File: config.mk
export PLATFORM = sky130hd
export DESIGN_NAME = keypad_debounce_encoder_flat
export DESIGN_NICKNAME = d
export VERILOG_FILES = /design/src/rtl/keypad_debounce_encoder_pkg.sv /design/src/rtl/keypad_debounce_encoder_if.sv /design/src/rtl/keypad_debounce_encoder_onehot4_enc.sv /design/src/rtl/keypad_debounce_encoder.sv /design/src/flat_wrapper.sv
export SDC_FILE = /design/constraint.sdc
export NUM_CORES = 1
export LEC_CHECK = 0
export BUFFER_PORTS_ARGS = -buffer_cell sky130_fd_sc_hd__clkbuf_2
export CAP_MARGIN = 20
export CORE_MARGIN = 2
export CORE_UTILIZATION = 61
export DETAILED_ROUTE_END_ITERATION = 8
export PLACE_DENSITY = 0.83
export SLEW_MARGIN = 10
export SYNTH_ARGS = -nofsm -noshare
export SYNTH_HDL_FRONTEND = slang
export SYNTH_HIERARCHICAL = 1
export SYNTH_SLANG_ARGS = --single-unit
File: constraint.sdc
create_clock -name clk -period 4.4 [get_ports clk]
set_clock_uncertainty 0.05 [all_clocks]
set_input_delay 0.22 -clock clk [delete_from_list [all_inputs] [get_ports clk]]
set_output_delay 0.22 -clock clk [all_outputs]
set_load 0.02 [all_outputs]
File: src/rtl/keypad_debounce_encoder_pkg.sv
// Shared types and helpers for the keypad debounce/encoder slice.
// Holds the FSM state type, key codes and the one-hot check.
package keypad_pkg;

  typedef enum logic [1:0] {
    IDLE,
    DEBOUNCE,
    PRESSED,
    RELEASE
  } state_t;

  localparam int DEF_DEBOUNCE_CYCLES = 4;
  localparam int DEF_REPEAT_CYCLES   = 256;

  localparam logic [3:0] KEY_0 = 4'h0;
  localparam logic [3:0] KEY_1 = 4'h1;
  localparam logic [3:0] KEY_2 = 4'h2;
  localparam logic [3:0] KEY_3 = 4'h3;
  localparam logic [3:0] KEY_4 = 4'h4;
  localparam logic [3:0] KEY_5 = 4'h5;
  localparam logic [3:0] KEY_6 = 4'h6;
  localparam logic [3:0] KEY_7 = 4'h7;
  localparam logic [3:0] KEY_8 = 4'h8;
  localparam logic [3:0] KEY_9 = 4'h9;
  localparam logic [3:0] KEY_A = 4'hA;
  localparam logic [3:0] KEY_B = 4'hB;
  localparam logic [3:0] KEY_C = 4'hC;
  localparam logic [3:0] KEY_D = 4'hD;
  localparam logic [3:0] KEY_E = 4'hE;
  localparam logic [3:0] KEY_F = 4'hF;

  function automatic logic onehot4_valid(
    input logic [3:0] vec
  );
    logic [2:0] ones;
    ones = 3'd0;
    for (int i = 0; i < 4; i++)
      ones = ones + {2'b00, vec[i]};
    return (ones == 3'd1);
  endfunction

endpackage

File: src/rtl/keypad_debounce_encoder_if.sv
// Scanner-side bundle: scan phase/column read in,
// debounced key strobe and scan freeze out.
interface keypad_debounce_encoder_if;
  logic [3:0] row_line;
  logic [3:0] col_line;
  logic       scan_hold;
  logic       key_valid;
  logic [3:0] key_code;
  logic       key_held;

  modport master (
    output row_line,
    output col_line,
    input  scan_hold,
    input  key_valid,
    input  key_code,
    input  key_held
  );

  modport slave (
    input  row_line,
    input  col_line,
    output scan_hold,
    output key_valid,
    output key_code,
    output key_held
  );
endinterface

File: src/rtl/keypad_debounce_encoder_onehot4_enc.sv
// 4-bit one-hot to 2-bit index encoder with an
// exactly-one-bit-set valid flag.
module onehot4_enc
  import keypad_pkg::*;
(
  input  logic [3:0] vec,
  output logic [1:0] idx,
  output logic       valid
);

  always_comb begin
    idx = 2'd0;
    unique case (vec)
      4'b0001: idx = 2'd0;
      4'b0010: idx = 2'd1;
      4'b0100: idx = 2'd2;
      4'b1000: idx = 2'd3;
      default: idx = 2'd0;
    endcase
  end

  assign valid = onehot4_valid(vec);

endmodule

File: src/rtl/keypad_debounce_encoder.sv
// Keypad debounce + hex encoder behind the 4x4 scanner.
// Optional auto-repeat enabled by defining KEY_REPEAT_EN.
module keypad_debounce_encoder
  import keypad_pkg::*;
#(
  parameter int DEBOUNCE_CYCLES = DEF_DEBOUNCE_CYCLES,
  parameter int REPEAT_CYCLES   = DEF_REPEAT_CYCLES
) (
  input logic                      clk,
  input logic                      rst,
  keypad_debounce_encoder_if.slave kp
);

  localparam int CW = $clog2(DEBOUNCE_CYCLES + 1);
  localparam logic [CW-1:0] LAST =
    CW'(DEBOUNCE_CYCLES - 1);

  if (DEBOUNCE_CYCLES < 1 || REPEAT_CYCLES < 2)
  begin : g_bad_param
    $error("keypad: illegal parameter value");
  end

  logic [1:0] row_idx;
  logic [1:0] col_idx;
  logic       row_ok;
  logic       col_ok;

  onehot4_enc u_row_enc (
    .vec  (kp.row_line),
    .idx  (row_idx),
    .valid(row_ok)
  );

  onehot4_enc u_col_enc (
    .vec  (kp.col_line),
    .idx  (col_idx),
    .valid(col_ok)
  );

  state_t        state;
  logic [CW-1:0] cnt;
  logic [3:0]    snap_row;
  logic [3:0]    snap_col;
  logic [1:0]    snap_s;
  logic [1:0]    snap_r;
  logic          scan_hold;
  logic          key_valid;
  logic [3:0]    key_code;
  logic          key_held;

  logic match;
  logic col_zero;

  assign match = (kp.row_line == snap_row) &&
                 (kp.col_line == snap_col);
  assign col_zero = (kp.col_line == 4'd0);

`ifdef KEY_REPEAT_EN
  localparam int RW = $clog2(REPEAT_CYCLES + 1);
  localparam logic [RW-1:0] RLAST =
    RW'(REPEAT_CYCLES - 1);
  logic [RW-1:0] rep;
`endif

  always_ff @(posedge clk or posedge rst) begin
    if (rst) begin
      state     <= IDLE;
      cnt       <= '0;
      snap_row  <= 4'd0;
      snap_col  <= 4'd0;
      snap_s    <= 2'd0;
      snap_r    <= 2'd0;
      scan_hold <= 1'b0;
      key_valid <= 1'b0;
      key_code  <= 4'd0;
      key_held  <= 1'b0;
`ifdef KEY_REPEAT_EN
      rep       <= '0;
`endif
    end else begin
      key_valid <= 1'b0;
      unique case (state)
        IDLE: begin
          if (row_ok && col_ok) begin
            snap_row  <= kp.row_line;
            snap_col  <= kp.col_line;
            snap_s    <= row_idx;
            snap_r    <= col_idx;
            cnt       <= '0;
            scan_hold <= 1'b1;
            state     <= DEBOUNCE;
          end
        end
        DEBOUNCE: begin
          if (!match) begin
            cnt       <= '0;
            scan_hold <= 1'b0;
            state     <= IDLE;
          end else if (cnt == LAST) begin
            key_code  <= {snap_r, snap_s};
            key_valid <= 1'b1;
            key_held  <= 1'b1;
            cnt       <= '0;
            state     <= PRESSED;
`ifdef KEY_REPEAT_EN
            rep       <= '0;
`endif
          end else begin
            // cnt stops at LAST, so it never wraps
            cnt <= cnt + 1'b1;
          end
        end
        PRESSED: begin
          if (col_zero) begin
            cnt   <= '0;
            state <= RELEASE;
`ifdef KEY_REPEAT_EN
            rep   <= '0;
          end else if (rep == RLAST) begin
            key_valid <= 1'b1;
            rep       <= '0;
          end else begin
            rep <= rep + 1'b1;
`endif
          end
        end
        RELEASE: begin
          if (!col_zero) begin
            cnt   <= '0;
            state <= PRESSED;
          end else if (cnt == LAST) begin
            cnt       <= '0;
            scan_hold <= 1'b0;
            key_held  <= 1'b0;
            state     <= IDLE;
          end else begin
            cnt <= cnt + 1'b1;
          end
        end
        default: state <= IDLE;
      endcase
    end
  end

  assign kp.scan_hold = scan_hold;
  assign kp.key_valid = key_valid;
  assign kp.key_code  = key_code;
  assign kp.key_held  = key_held;

endmodule

File: src/flat_wrapper.sv
// flat-port wrapper written by rule: the top's interface ports become plain ports
module keypad_debounce_encoder_flat import keypad_pkg::*;
#(
  parameter int DEBOUNCE_CYCLES = DEF_DEBOUNCE_CYCLES,
  parameter int REPEAT_CYCLES   = DEF_REPEAT_CYCLES
)
  (clk, rst, kp_row_line, kp_col_line, kp_scan_hold, kp_key_valid, kp_key_code, kp_key_held);
  keypad_debounce_encoder_if kp_i ();
  input logic clk;
  input logic rst;
  input wire logic [$bits(kp_i.row_line)-1:0] kp_row_line;
  input wire logic [$bits(kp_i.col_line)-1:0] kp_col_line;
  output wire logic [$bits(kp_i.scan_hold)-1:0] kp_scan_hold;
  output wire logic [$bits(kp_i.key_valid)-1:0] kp_key_valid;
  output wire logic [$bits(kp_i.key_code)-1:0] kp_key_code;
  output wire logic [$bits(kp_i.key_held)-1:0] kp_key_held;
  assign kp_i.row_line = kp_row_line;
  assign kp_i.col_line = kp_col_line;
  assign kp_scan_hold = kp_i.scan_hold;
  assign kp_key_valid = kp_i.key_valid;
  assign kp_key_code = kp_i.key_code;
  assign kp_key_held = kp_i.key_held;
  keypad_debounce_encoder #(.DEBOUNCE_CYCLES(DEBOUNCE_CYCLES), .REPEAT_CYCLES(REPEAT_CYCLES)) u_core (.clk(clk), .rst(rst), .kp(kp_i));
endmodule
==> flow_summary.json <==
{
  "htree_num_levels": 1,
  "slew_headroom": 0.424,
  "rrSetupSlack_ns": 2.22,
  "io-pin-count": 17,
  "synth_top_area_frac": 0.439,
  "post-dp-hpwl_um": 1730,
  "cts_setup_buffers": 0,
  "drt-total-wl_um": 2320,
  "numCtsBuffers": 3,
  "start_util": 0.630,
  "setup_viol": 0,
  "ant_nets": 0,
  "core-area_um2": 2170,
  "cp.arrival_ns": 2.67,
  "num_rows": 17,
  "grt_pass1_wl_um": 4210,
  "fillers": 170,
  "drc": 0,
  "power_mw": 0.665,
  "synth.area.top_cells": "dfrtp_1 44%, mux2_2 13%, ha_1 8.2%",
  "holdCritPathClass": "input port to async pin",
  "power_leakage_nw": 0.780,
  "syn-instance-count": 119,
  "crit_type": "input port to flip-flop",
  "track_usage": 0.216,
  "whs_ns": -0.0129,
  "yosysSeqAreaShare": 0.439,
  "nets": 159,
  "finalHoldViolCount": 24,
  "first_global_vias": 904,
  "drv_cap": 0,
  "p_sw_frac": 0.300,
  "synth_edf_count": 0,
  "fin_crit_ns": 2.50,
  "cts-resized-gates": 0,
  "crit_fanout": 13,
  "area_growth_pct": 11.8,
  "min_period_over_period": 0.569,
  "clk_pin_slew_worst_paths_ns": 0.13,
  "wire_per_inst_um": 14.1,
  "power_density_nw_per_um2": 435,
  "end_kind": "flip-flop",
  "syn_area_um2": 1370,
  "ir_drop_mv": 0.269,
  "violations": "negative hold slack",
  "drt_iter0_drc": 9,
  "port_buffers": 16,
  "insertion_delay_ns": 0.32,
  "vias": 907,
  "tightest_slew_ns": 0.864,
  "cts.sinks": 24,
  "ys_warn_count": 6,
  "synth-async-reset-ratio": 1.00,
  "root_buffer": "clkbuf_4",
  "clockBufferDepth": 2,
  "grt_max_degree": 25,
  "avgSynthCellArea_um2": 11.5,
  "start_kind": "input port",
  "insertedDiodeCount": 0,
  "antenna_found_initial": 0,
  "switchingPower_mw": 0.199,
  "status": "finished with violations",
  "synth_top_area_cell": "dfrtp_1",
  "finalWeightedCongestion": 0.730,
  "finish.utilization": 0.705,
  "yosysMostFrequentCell": "dfrtp_1",
  "cts_tree": "yes",
  "grt-ovfl-total": 0,
  "ys_ff_latch": 24,
  "p_int_mw": 0.465,
  "critPathRequiredTime_ns": 4.56,
  "die_y_um": 51.4,
  "p_clk_frac": 0.240,
  "yosysUniqueCellTypes": 31,
  "drive_gt1_frac": 0.299,
  "drtPass1Iterations": 4,
  "dieWidth_um": 51.4,
  "drv_slew": 0,
  "rsz0062_at_grt": "no",
  "max_freq_ghz": 0.400,
  "synth_top_flop_cell": "dfrtp_1",
  "combinationalPowerShare": 0.284,
  "viasPerCell": 5.50,
  "seqPwrFrac": 0.477,
  "die_area_um2": 2640,
  "synth_common_cells": "24 x dfrtp_1, 16 x mux2_2, 12 x inv_1, 10 x xor2_1, 9 x ha_1",
  "cts_hold_buf": 0,
  "tns_ns": 0,
  "syn-num-nets": 140
}
-- cell type report --
class / count / area (um2) / share of cell area
Multi-Input combinational cell: 80 / 708 / 0.463
Clock buffer: 3 / 22.5 / 0.0147
Timing Repair Buffer: 17 / 87.6 / 0.0573
Tap cell: 28 / 35.0 / 0.0229
Inverter: 12 / 45.0 / 0.0295
Sequential cell: 24 / 601 / 0.393
Clock inverter: 1 / 30.0 / 0.0196
-- layer usage --
metal	vias up	track usage	part of all wire
li1	447	-	-
met1	436	0.280	0.45
met2	22	0.353	0.51
met3	2	0.0409	0.040
met4	0	0.101	0.0073
met5	-	0	0
-- cell families after synthesis --
kind of cell	synth area share
AO/OA/AOI/OAI	0.0586
adder cells (fa/ha/maj)	0.112
XOR/XNOR	0.0640
flip-flops	0.439
multiplexers	0.146
buffers and inverters	0.0430
AND/OR/NAND/NOR	0.137
-- critical path, stage by stage --
cell and delay, ns:
clkbuf_2 0.11, inv_1 0.09, fa_1 0.55, inv_1 0.06, ha_1 0.18, ha_1 0.27
nor3b_1 0.36, nand2_1 0.09, nor3_1 0.14, buf_4 0.24, mux2_2 0.35
-- registers in the layout (all words and copies together) (netlist names) --
register / cells
u_core/cnt: 3
u_core/snap_r: 2
u_core/snap_row: 4
u_core/kp.scan_hold: 1
u_core/kp.key_code: 4
u_core/snap_col: 4
u_core/kp.key_valid: 1
u_core/snap_s: 2
u_core/kp.key_held: 1
u_core/state: 2
-- worst paths after layout --
path                       cells after the start                     to               start
max                                           11       u_core/snap_s[1]      kp_row_line[0]
min in group clk                               2     u_core/snap_row[0]      kp_row_line[0]
min reg2reg                                    1  u_core/kp.key_code[3]    u_core/snap_r[1]
min                                            2       u_core/snap_s[0]                 rst
max reg2reg                                    4  u_core/kp.key_code[1]  u_core/snap_row[2]
max in group asynchronous                      2        u_core/state[1]                 rst
-- cells in the final DEF (no fill, tap or decap), drive strengths merged --
cell type	netlist	layout
dfrtp	24	24
clkbuf	1	19
mux2	16	16
inv	12	12
xor2	10	10
ha	9	9
nand2	5	5
nor4	5	5
o21ai	4	4
a31oi	3	3
nor2	3	3
nor2b	2	2
nand2b	2	2
o2bb2a	2	2
mux2i	2	2
and2	2	2
nor3b	2	2
fa	2	2
bufinv	0	1
nor3	1	1
nand4b	1	1
a221oi	1	1
a21oi	1	1
or2	1	1
or4	1	1
or3	1	1
nand3	1	1
a21o	1	1
or3b	1	1
nand3b	1	1
buf	2	1
-- metrics by stage --
stage / area [um2] / setup WS [ns] / hold WS (ns) / cells
floorplan: 1370 / 1.72 / 0.185 / 119
global placement: 1480 / 1.67 / 0.378 / 161
detailed placement: 1480 / 1.60 / 0.378 / 161
CTS: 1530 / 1.93 / 0.00669 / 165
global route: 1530 / 1.72 / 0.0695 / 165
finish: 1530 / 1.90 / -0.0129 / 165
-- power groups by stage --
| stage | logic (mW) | registers [mW] | clock network [mW] |
|---|---|---|---|
| after global placement | 0.179 | 0.319 | 0 |
| after CTS | 0.190 | 0.317 | 0.164 |
| final | 0.189 | 0.317 | 0.159 |
| after detailed placement | 0.187 | 0.322 | 0 |
| after floorplan | 0.153 | 0.310 | 0 |
| after global routing | 0.212 | 0.326 | 0.171 |
Power figures use the tool's default switching activity.
